## src/rtl/sha256_pkg.sv

```systemverilog
// Shared types and constants for the SHA-256 message padder.
package sha256_pkg;

    typedef enum logic [1:0] {
        FILL,
        PAD,
        EMIT
    } state_t;

    localparam int BLOCK_W      = 512;
    localparam int WORD_W       = 32;
    localparam int LEN_FIELD_W  = 64;
    localparam int BLOCK_WORDS  = BLOCK_W / WORD_W;
    localparam logic [7:0] PAD_MARKER = 8'h80;

    function automatic logic [WORD_W-1:0] bswap32(input logic [WORD_W-1:0] w);
        return {w[7:0], w[15:8], w[23:16], w[31:24]};
    endfunction

endpackage

```

## src/rtl/sha256_pad_word.sv

```systemverilog
// Combinational last-word masker: keeps the valid leading bytes, inserts the
// 0x80 marker after them and zeroes the rest; flags when the marker spills over.
module sha256_pad_word
    import sha256_pkg::*;
(
    input  logic [WORD_W-1:0] word,
    input  logic [1:0]        bytes,
    output logic [WORD_W-1:0] padded,
    output logic              spill
);

    logic [2:0] n_valid;

    // A byte count of zero means the whole word is message data.
    assign n_valid = (bytes == 2'd0) ? 3'd4 : {1'b0, bytes};
    assign spill   = (bytes == 2'd0);

    genvar gi;
    generate
        for (gi = 0; gi < 4; gi++) begin : g_byte
            localparam int HI = WORD_W - 1 - 8 * gi;
            assign padded[HI -: 8] = (3'(gi) < n_valid)  ? word[HI -: 8] :
                                     (3'(gi) == n_valid) ? PAD_MARKER    : 8'h00;
        end
    endgenerate

endmodule

```

## src/rtl/sha256_padder.sv

```systemverilog
// FIPS 180-4 padder: packs a 32-bit word stream into 512-bit blocks.
// Define SHA256_PADDER_BSWAP_EN for a little-endian input bus.
module sha256_padder
    import sha256_pkg::*;
#(
    parameter int LEN_W = 64
) (
    input  logic               clk,
    input  logic               rst,
    input  logic               in_valid,
    output logic               in_ready,
    input  logic [31:0]        in_data,
    input  logic               in_last,
    input  logic [1:0]         in_bytes,
    output logic               blk_valid,
    input  logic               blk_ready,
    output logic [511:0]       blk_data,
    output logic               blk_first,
    output logic               blk_last
);

    state_t                 state_reg, state_next;
    logic [3:0]             idx_reg, idx_next;
    logic [LEN_W-1:0]       len_reg, len_next;
    logic                   first_reg, first_next;
    logic                   last_reg, last_next;
    logic                   extra_reg, extra_next;
    logic                   pend_reg, pend_next;
    logic                   spill_reg, spill_next;
    logic [4:0]             mark_reg, mark_next;
    logic                   ready_en_reg;

    logic [WORD_W-1:0]      data_sw;
    logic [WORD_W-1:0]      pad_data;
    logic                   pad_spill;
    logic [WORD_W-1:0]      wr_word;
    logic [6:0]             add_bits;
    logic [LEN_FIELD_W-1:0] len_field;
    logic                   accept;
    logic                   handshake;

`ifdef SHA256_PADDER_BSWAP_EN
    assign data_sw = bswap32(in_data);
`else
    assign data_sw = in_data;
`endif

    sha256_pad_word u_pad_word (
        .word   (data_sw),
        .bytes  (in_bytes),
        .padded (pad_data),
        .spill  (pad_spill)
    );

    assign in_ready  = (state_reg == FILL) && ready_en_reg;
    assign blk_valid = (state_reg == EMIT);
    assign blk_first = blk_valid && first_reg;
    assign blk_last  = blk_valid && last_reg;
    assign accept    = in_valid && in_ready;
    assign handshake = blk_valid && blk_ready;
    assign wr_word   = in_last ? pad_data : data_sw;
    assign add_bits  = (in_last && in_bytes != 2'd0) ? 7'({in_bytes, 3'b000}) : 7'd32;
    assign len_field = LEN_FIELD_W'(len_reg);

    always_ff @(posedge clk) begin
        if (rst) begin
            state_reg    <= FILL;
            idx_reg      <= '0;
            len_reg      <= '0;
            first_reg    <= 1'b1;
            last_reg     <= 1'b0;
            extra_reg    <= 1'b0;
            pend_reg     <= 1'b0;
            spill_reg    <= 1'b0;
            mark_reg     <= '0;
            ready_en_reg <= 1'b0;
        end else begin
            state_reg    <= state_next;
            idx_reg      <= idx_next;
            len_reg      <= len_next;
            first_reg    <= first_next;
            last_reg     <= last_next;
            extra_reg    <= extra_next;
            pend_reg     <= pend_next;
            spill_reg    <= spill_next;
            mark_reg     <= mark_next;
            ready_en_reg <= 1'b1;
        end
    end

    always_comb begin
        state_next = state_reg;
        idx_next   = idx_reg;
        len_next   = len_reg;
        first_next = first_reg;
        last_next  = last_reg;
        extra_next = extra_reg;
        pend_next  = pend_reg;
        spill_next = spill_reg;
        mark_next  = mark_reg;
        case (state_reg)
            FILL: begin
                if (accept) begin
                    idx_next = idx_reg + 4'd1;
                    len_next = len_reg + LEN_W'(add_bits);
                    if (in_last) begin
                        state_next = PAD;
                        spill_next = pad_spill;
                        mark_next  = {1'b0, idx_reg} + {4'b0, pad_spill};
                    end else if (idx_reg == 4'(BLOCK_WORDS - 1)) begin
                        state_next = EMIT;
                        last_next  = 1'b0;
                        extra_next = 1'b0;
                    end
                end
            end
            PAD: begin
                state_next = EMIT;
                // The length only fits if the marker leaves words 14/15 free.
                if (mark_reg <= 5'd13) begin
                    last_next  = 1'b1;
                    extra_next = 1'b0;
                    pend_next  = 1'b0;
                end else begin
                    last_next  = 1'b0;
                    extra_next = 1'b1;
                    pend_next  = (mark_reg == 5'd16);
                end
            end
            EMIT: begin
                if (handshake) begin
                    first_next = 1'b0;
                    idx_next   = '0;
                    if (extra_reg) begin
                        extra_next = 1'b0;
                        pend_next  = 1'b0;
                        last_next  = 1'b1;
                    end else if (last_reg) begin
                        len_next   = '0;
                        first_next = 1'b1;
                        last_next  = 1'b0;
                        state_next = FILL;
                    end else begin
                        state_next = FILL;
                    end
                end
            end
            default: state_next = FILL;
        endcase
    end

    genvar gi;
    generate
        for (gi = 0; gi < BLOCK_WORDS; gi++) begin : g_word
            localparam bit IS_W0 = (gi == 0);
            logic [WORD_W-1:0] word_reg;
            logic [WORD_W-1:0] len_word;

            if (gi == BLOCK_WORDS - 2) begin : g_len_hi
                assign len_word = len_field[63:32];
            end else if (gi == BLOCK_WORDS - 1) begin : g_len_lo
                assign len_word = len_field[31:0];
            end else begin : g_len_none
                assign len_word = '0;
            end

            always_ff @(posedge clk) begin
                if (rst) begin
                    word_reg <= '0;
                end else begin
                    case (state_reg)
                        FILL: begin
                            if (accept && idx_reg == 4'(gi))
                                word_reg <= wr_word;
                        end
                        PAD: begin
                            if (5'(gi) == mark_reg && spill_reg)
                                word_reg <= {PAD_MARKER, 24'h0};
                            else if (5'(gi) > mark_reg)
                                word_reg <= (mark_reg <= 5'd13) ? len_word : '0;
                        end
                        EMIT: begin
                            // Trailing block: optional pending marker plus the length.
                            if (handshake && extra_reg)
                                word_reg <= (IS_W0 && pend_reg) ? {PAD_MARKER, 24'h0} : len_word;
                        end
                        default: ;
                    endcase
                end
            end

            assign blk_data[BLOCK_W - 1 - WORD_W * gi -: WORD_W] = word_reg;
        end
    endgenerate

endmodule

```

## config.mk

```make
export PLATFORM = sky130hd
export DESIGN_NAME = sha256_padder
export DESIGN_NICKNAME = d
export VERILOG_FILES = /design/src/rtl/sha256_pkg.sv /design/src/rtl/sha256_pad_word.sv /design/src/rtl/sha256_padder.sv
export SDC_FILE = /design/constraint.sdc
export NUM_CORES = 1
export LEC_CHECK = 0
export BUFFER_PORTS_ARGS = -buffer_cell sky130_fd_sc_hd__buf_2
export CAP_MARGIN = 0
export CELL_PAD_IN_SITES_DETAIL_PLACEMENT = 0
export CELL_PAD_IN_SITES_GLOBAL_PLACEMENT = 1
export CORE_AREA = 2 2 257 259
export CTS_BUF_LIST = sky130_fd_sc_hd__clkbuf_8
export CTS_CLUSTER_DIAMETER = 30
export CTS_CLUSTER_SIZE = 14
export DETAILED_ROUTE_END_ITERATION = 10
export DIE_AREA = 0 0 259 261
export GPL_TIMING_DRIVEN = 1
export PLACE_DENSITY_LB_ADDON = 0.1
export RECOVER_POWER = 50
export SLEW_MARGIN = 40
export SYNTH_ARGS = -nofsm -noshare
export SYNTH_HDL_FRONTEND = slang
export SYNTH_SLANG_ARGS = --single-unit
```

## constraint.sdc

```tcl
create_clock -name clk -period 2.84 [get_ports clk]
set_input_delay 0.426 -clock clk [delete_from_list [all_inputs] [get_ports clk]]
set_output_delay 0.426 -clock clk [all_outputs]
set_load 0.005 [all_outputs]
```

; ---- Word-level counts from Yosys, hierarchy flattened
; Cells that the tools add are included.
[word_totals]
in_bits = 39
out_inout_bits = 516
register_bits = 593
wordCells = 311
[op_classes]
n_reduce_logical = 71
eq_ne = 77
addsub = 3
n_mux = 113
n_lt_le_gt_ge = 21
[ops]
columns = op, n
row1 = $mux 32, 56
row2 = $pmux 32 s3, 16
row3 = $mux 64, 4
row4 = $pmux 64 s2, 1
row5 = $reduce_and 4->1, 17
row6 = $add 64x6->64, 1
row7 = $mux 8, 8
row8 = $ne 3x3->1 const B, 16
row9 = $ne 2x1->1 const B, 21
row10 = $eq 4x5->1 const A, 8
row11 = $gt 4x5->1 const A, 8
row12 = $logic_and 1x1->1, 39
row13 = $eq 4x4->1 const B, 8
row14 = $eq 3x5->1 const A, 4
row15 = $gt 3x5->1 const A, 4
row16 = $eq 4x3->1 const B, 4
row17 = $mux 1, 14
row18 = $eq 2x5->1 const A, 2
row19 = $gt 1x5->1 const A, 2
row20 = $gt 2x5->1 const A, 2
row21 = $mux 2, 5
row22 = $reduce_and 5->1, 2
row23 = $reduce_and 3->1, 3
row24 = $eq 4x2->1 const B, 2
row25 = 28 further kinds, 38

; ---- Depth between registers and ports, before layout
[depth]
ltp_word = 8
mapped_depth = 13
mapped_depth_nobuf = 12

; ---- By module
; A second synthesis with hierarchy kept.
[unflattened]
cells_unflattened = 2774
hier_area_um2 = 23774.1
[by_module_without_submodules]
columns = module, cells_per_inst, instances, area_each_um2, seq_area_each_um2
row1 = sha256_padder, 2732, 1, 23436.2, 11811.3
row2 = sha256_pad_word, 42, 1, 337.8, 0.0

; ---- Worst setup path before layout
; OpenSTA, ideal clock, no wires.
[synth_timing]
path_kind = input to register
from = input port in_last
to = register len_reg[45] (netlist: len_field[45])
required_time_ps = 2770
stages = 11
n_path_buf = 1
setup_time_ps = 70
slack_ps = -32
arrival_time_ps = 2802
cell_sequence = clkbuf_1 -> nor2b_1 -> inv_1 -> nor2_1 -> ha_1 -> fa_1 -> a21oi_1 -> a2111oi_2 -> nand4_1 -> or4_1 -> a21oi_1
[synth_via]
elab_chain_len = 5
[synth_lines]
columns = element, line
row1 = from (decl), sha256_padder.sv:13  ; input logic in_last,
row2 = $logic_and 1x1->1, sha256_padder.sv:62  ; assign add_bits = (in_last && in_bytes != 2'd0) ? 7'({in_bytes, 3'b000}) : 7'd32;
row3 = $mux 6, sha256_padder.sv:62
row4 = $add 64x6->64, sha256_padder.sv:105  ; len_next = len_reg + LEN_W'(add_bits);
row5 = $mux 64, sha256_padder.sv:103  ; if (accept) begin
row6 = $pmux 64 s2, sha256_padder.sv:101  ; case (state_reg)
row7 = to (signal assigned), sha256_padder.sv:80  ; len_reg <= len_next;
row8 = to (decl), sha256_padder.sv:24  ; logic [LEN_W-1:0] len_reg, len_next;
; Every way passes these cells. The select of a mux whose other input is x is not followed.
; A chain may end at the register's enable or synchronous reset.

; ---- Worst setup path in the final report
[layout_timing]
from = register state_reg[0]
to = register len_reg[58] (netlist: len_field[58])
[layout_via]
elab_chain_len = 5
word_cells_on_any_way = 12
cone_classes = eq/ne: 5 / mux: 1 / reduce/logical: 6
[layout_lines]
columns = element, line
row1 = from (decl), sha256_padder.sv:22  ; state_t state_reg, state_next;
row2 = from (signal assigned), sha256_padder.sv:78  ; state_reg <= state_next;
row3 = $logic_not 2->1, "sha256_padder.sv:55, sha256_padder.sv:101"
row4 = $logic_and 1x1->1, sha256_padder.sv:55  ; assign in_ready = (state_reg == FILL) && ready_en_reg;
row5 = $logic_and 1x1->1, sha256_padder.sv:59  ; assign accept = in_valid && in_ready;
row6 = $ne 2x2->1 (no source line), -
row7 = $reduce_and 5->1 (no source line), -
; Parallel ways exist; a longest one is shown, timed or not.

==> metrics list <==
- Status: finished, final reports clean
* Starting density of the core: 0.355
* Aggregate global routing overflow: 0
- Endpoints failing hold: 0
- Max-Slew Margin vs Limit: 0.0217
* Worst Setup Path Type: register to register
- Internal power contribution: 0.0193 W
* Startpoint types: register
* Largest area contributor in the synthesized netlist: dfxtp_1
- For the worst setup path, the data required time is 3.52 ns.
* Die height: 261 um
* Vias: 22900
- Overall die width: 259 um
- Net load switching power: 0.0104 W
* Setup WS post-layout: 0.122 ns
- The share of total power dissipated in sequential elements is 0.335.
- Of all nets on the critical path, the largest fanout is 26.
* Post-DR wirelength/cell: 22.5 um
* H-tree lvl count: 4
- In this run the count of I/O pins placed on the die edge is 555.
* Count of non-filler cells in the finished layout: 4405
- Final layout net count: 3480
- Die Area: 67600 sq um
- Setup repair after global routing missed its margin: false
- Area of the placeable core: 65000 sq um
- Across the run, the number of max-cap violations was 0.
- Fin Setup TNS: 0 ns
- Of the post-synthesis cell area, the dominant cell type holds 0.512.
- Min cycle time layout: 2.72 ns
* Pin count of the biggest net entering global routing: 168
- The number of hold buffers added after CTS was 0.
- The synthesized netlist contains 67 unique library cells.
* Count of buffers inserted at the top-level ports: 554
- In the routed layout, each cell is associated on average with a via count of 5.20.
- The congestion estimate from routability-driven global placement came to 0.887.
- Fraction of final layout cells sized beyond drive strength 1: 0.164
- Prior to clock tree synthesis, the placed netlist has a worst setup slack of -0.127 ns.
- Counting every instance in the synthesized netlist gives 2849.
* Skew-Pair Late Insertion Delay: 0.78 ns
* Clock tree from TritonCTS: yes
- Critical path arrival: 3.40 ns
* Placed cell count: 4135
- The number of global-route vias before repair came to 22000.
- In the synthesized netlist the async set-or-reset flop fraction comes to 0.
* Period utilization: 0.957
* Highest ir drop seen on vdd: 434 uV
- Multi-input gate area in the final layout: 10300 sq um
- Std cell rows: 94
* Part of the power in the clock network: 0.396
- Initial antenna violation count: 2
- Once layout is complete, the utilization of the core stands at 0.466.
- Of the total power, combinational logic draws 0.269.
* Layout-stage area growth over the synthesis result: 31.4%
- The average instance in the mapped netlist occupies 8.10 sq um.
* Final slew viol count: 0
- Counting flops and latches in the post-synthesis netlist gives 590.
* Maximum count of clock buffers along a single path: 3
- Synthesis produced a netlist with a net count of 2907.
- DRC viols: 0
- DRT iter0 DRCs: 1675
- Based on the critical path, the design can be clocked at up to 368 MHz.
- Setup Viol. Count Final: 0
- Clock input transition at the sequential cells of the worst setup and hold paths: 0.05 ns
- Register cell area after layout: 11800 sq um
* Slew at the pin closest to its max-slew limit: 1.47 ns
- Summed over all cells, the static leakage comes to 11.9 nW.
- During synthesis, Yosys emitted a total of 0 warnings.
* Worst hold path class: input port to register
- Clock sink count: 590
- Wires add up to 99.3 mm.
* Root Buffer Master: clkbuf_8
- In the global route stage, overall resource usage came out at 0.284.
* Post-Syn Area: 23100 sq um
- Between clock sinks in the finished design, the worst skew comes to 0.0430 ns.
- For this run, the register share of the synthesized area comes to 0.512.
- TritonCTS created 147 clock buffers.
- The first global-routing pass estimated 143 mm of wire.
- Once detailed placement completed, the half-perimeter wirelength came to 68.2 mm.
* Setup crit end kind: register
- In this run, synthesis inferred 0 flip-flops with an integrated enable.
* Drt pass-1 iters: 5
- The filler cells instantiated in the layout total 6619.
- Of the total power, the share spent switching nets is 0.351.
- Top area cells in the synthesized netlist: dfxtp_1 51%, nand2_1 11%, a21oi_1 10%
- The register with the most flip-flops in the layout has 512 of them.
* Power per cell area: 980 nW/um^2
- Most used flip-flop cell after synthesis: dfxtp_1
* Post-detailed-route count of antenna-violating nets: 0
## Yosys cell counts, types with 4 or more instances
| library cell | count |
|---|---|
| nand2_1 | 679 |
| dfxtp_1 | 590 |
| a211oi_1 | 39 |
| nor2_1 | 190 |
| nand3_1 | 70 |
| a221oi_2 | 4 |
| inv_1 | 20 |
| or3_1 | 19 |
| and3_1 | 13 |
| nor2b_1 | 10 |
| or4_1 | 20 |
| a21oi_1 | 473 |
| buf_2 | 17 |
| ha_1 | 18 |
| nand4_1 | 33 |
| a221o_1 | 5 |
| o21ai_0 | 127 |
| nor4_1 | 9 |
| a311oi_1 | 5 |
| nor3_1 | 21 |
| xor2_1 | 21 |
| and2_1 | 34 |
| mux2i_1 | 98 |
| and4_1 | 4 |
| a31oi_1 | 4 |
| xnor2_1 | 5 |
| clkbuf_1 | 230 |
| nand2b_1 | 6 |
| o31ai_1 | 20 |
| buf_1 | 18 |
## power groups by stage
stage / clock, W / combinational (W) / sequential [W]
CTS: 0.0120 / 0.00825 / 0.00994
global placement: 0 / 0.00815 / 0.0101
global route: 0.0124 / 0.00860 / 0.0101
detailed placement: 0 / 0.00821 / 0.0101
finish: 0.0118 / 0.00799 / 0.00996
floorplan: 0 / 0.00383 / 0.0101
## worst max-delay path, stage by stage, from the launching register on
cell and delay (ns):
dfxtp_1 0.38, inv_1 0.08, ha_1 0.30, buf_4 0.20
nor2b_1 0.20, a211oi_1 0.19, buf_4 0.22, nand4_1 0.18
buf_12 0.23, or4_1 0.52, a21oi_1 0.16
## cells in the final DEF, fill, tap and decap left out, types with 9 or more instances in the layout
master	netlist	routed
nand2_1	679	679
dfxtp_1	590	590
a21oi_1	473	471
clkbuf_1	230	390
nor2_1	190	189
clkbuf_8	0	188
buf_2	17	165
o21ai_0	127	127
buf_4	0	100
mux2i_1	98	98
nand3_1	70	66
inv_1	20	40
a211oi_1	39	39
and2_1	34	34
nand4_1	33	33
buf_12	0	27
clkinv_2	0	26
nor3_1	21	22
xor2_1	21	21
o31ai_1	20	20
or4_1	20	20
or3_1	19	19
ha_1	18	18
bufinv_16	0	16
and3_1	13	10
nor4_1	9	9
clkinvlp_4	0	9
## path summary, 6_finish.rpt
kind	depth (start not counted)	from	endpoint	slack [ns]
setup / recovery	10	state_reg[0]$_SDFFE_PP0P_	len_field[58]$_SDFFE_PP0P_	0.12
hold / removal	4	in_data[14]	g_word[2].word_reg[14]$_SDFFE_PP0P_	0.1
setup reg to reg	10	state_reg[0]$_SDFFE_PP0P_	len_field[58]$_SDFFE_PP0P_	0.12
hold reg to reg	2	g_word[7].word_reg[5]$_SDFFE_PP0P_	g_word[7].word_reg[5]$_SDFFE_PP0P_	0.45
## kinds of logic after synthesis
group	synth area share
multiplexers	0.0425
flip-flops	0.512
AND/OR/NAND/NOR	0.211
adder cells (fa/ha/maj)	0.0106
XOR/XNOR	0.00987
buffers and inverters	0.0478
AO/OA/AOI/OAI	0.166
## metal layers
layer,routed length [um],vias up,GRT usage,part of all wire
li1,-,10800,-,-
met1,42600,11000,0.363,0.43
met2,45500,866,0.453,0.46
met3,8160,171,0.0846,0.082
met4,3030,0,0.104,0.030
met5,0,-,0,0
## cell type report
| type | instances | area share |
|---|---|---|
| Clock inverter | 79 | 0.0276 |
| Sequential cell | 590 | 0.389 |
| Tap cell | 864 | 0.0356 |
| Inverter | 20 | 0.00248 |
| Antenna cell | 1 | 0.0000825 |
| Multi-Input combinational cell | 1973 | 0.339 |
| Timing Repair Buffer | 690 | 0.120 |
| Clock buffer | 188 | 0.0853 |
## stage by stage
stage,instance area (sq um),hold slack (ns),power (W)
5_1_grt,30300,0.0638,0.0311
2_1_floorplan,23100,0.445,0.0139
3_5_place_dp,27400,0.444,0.0183
6_report,30300,0.0978,0.0297
4_1_cts,30800,0.00353,0.0301
3_3_place_gp,27400,0.440,0.0182
## repair_timing
| action | in CTS | in global routing |
|---|---|---|
| setup buffers | 0 | 2 |
| resized for setup | 0 | 0 |
| setup endpoints to repair | 0 | 9 |
(Power assumes the default switching activity.)
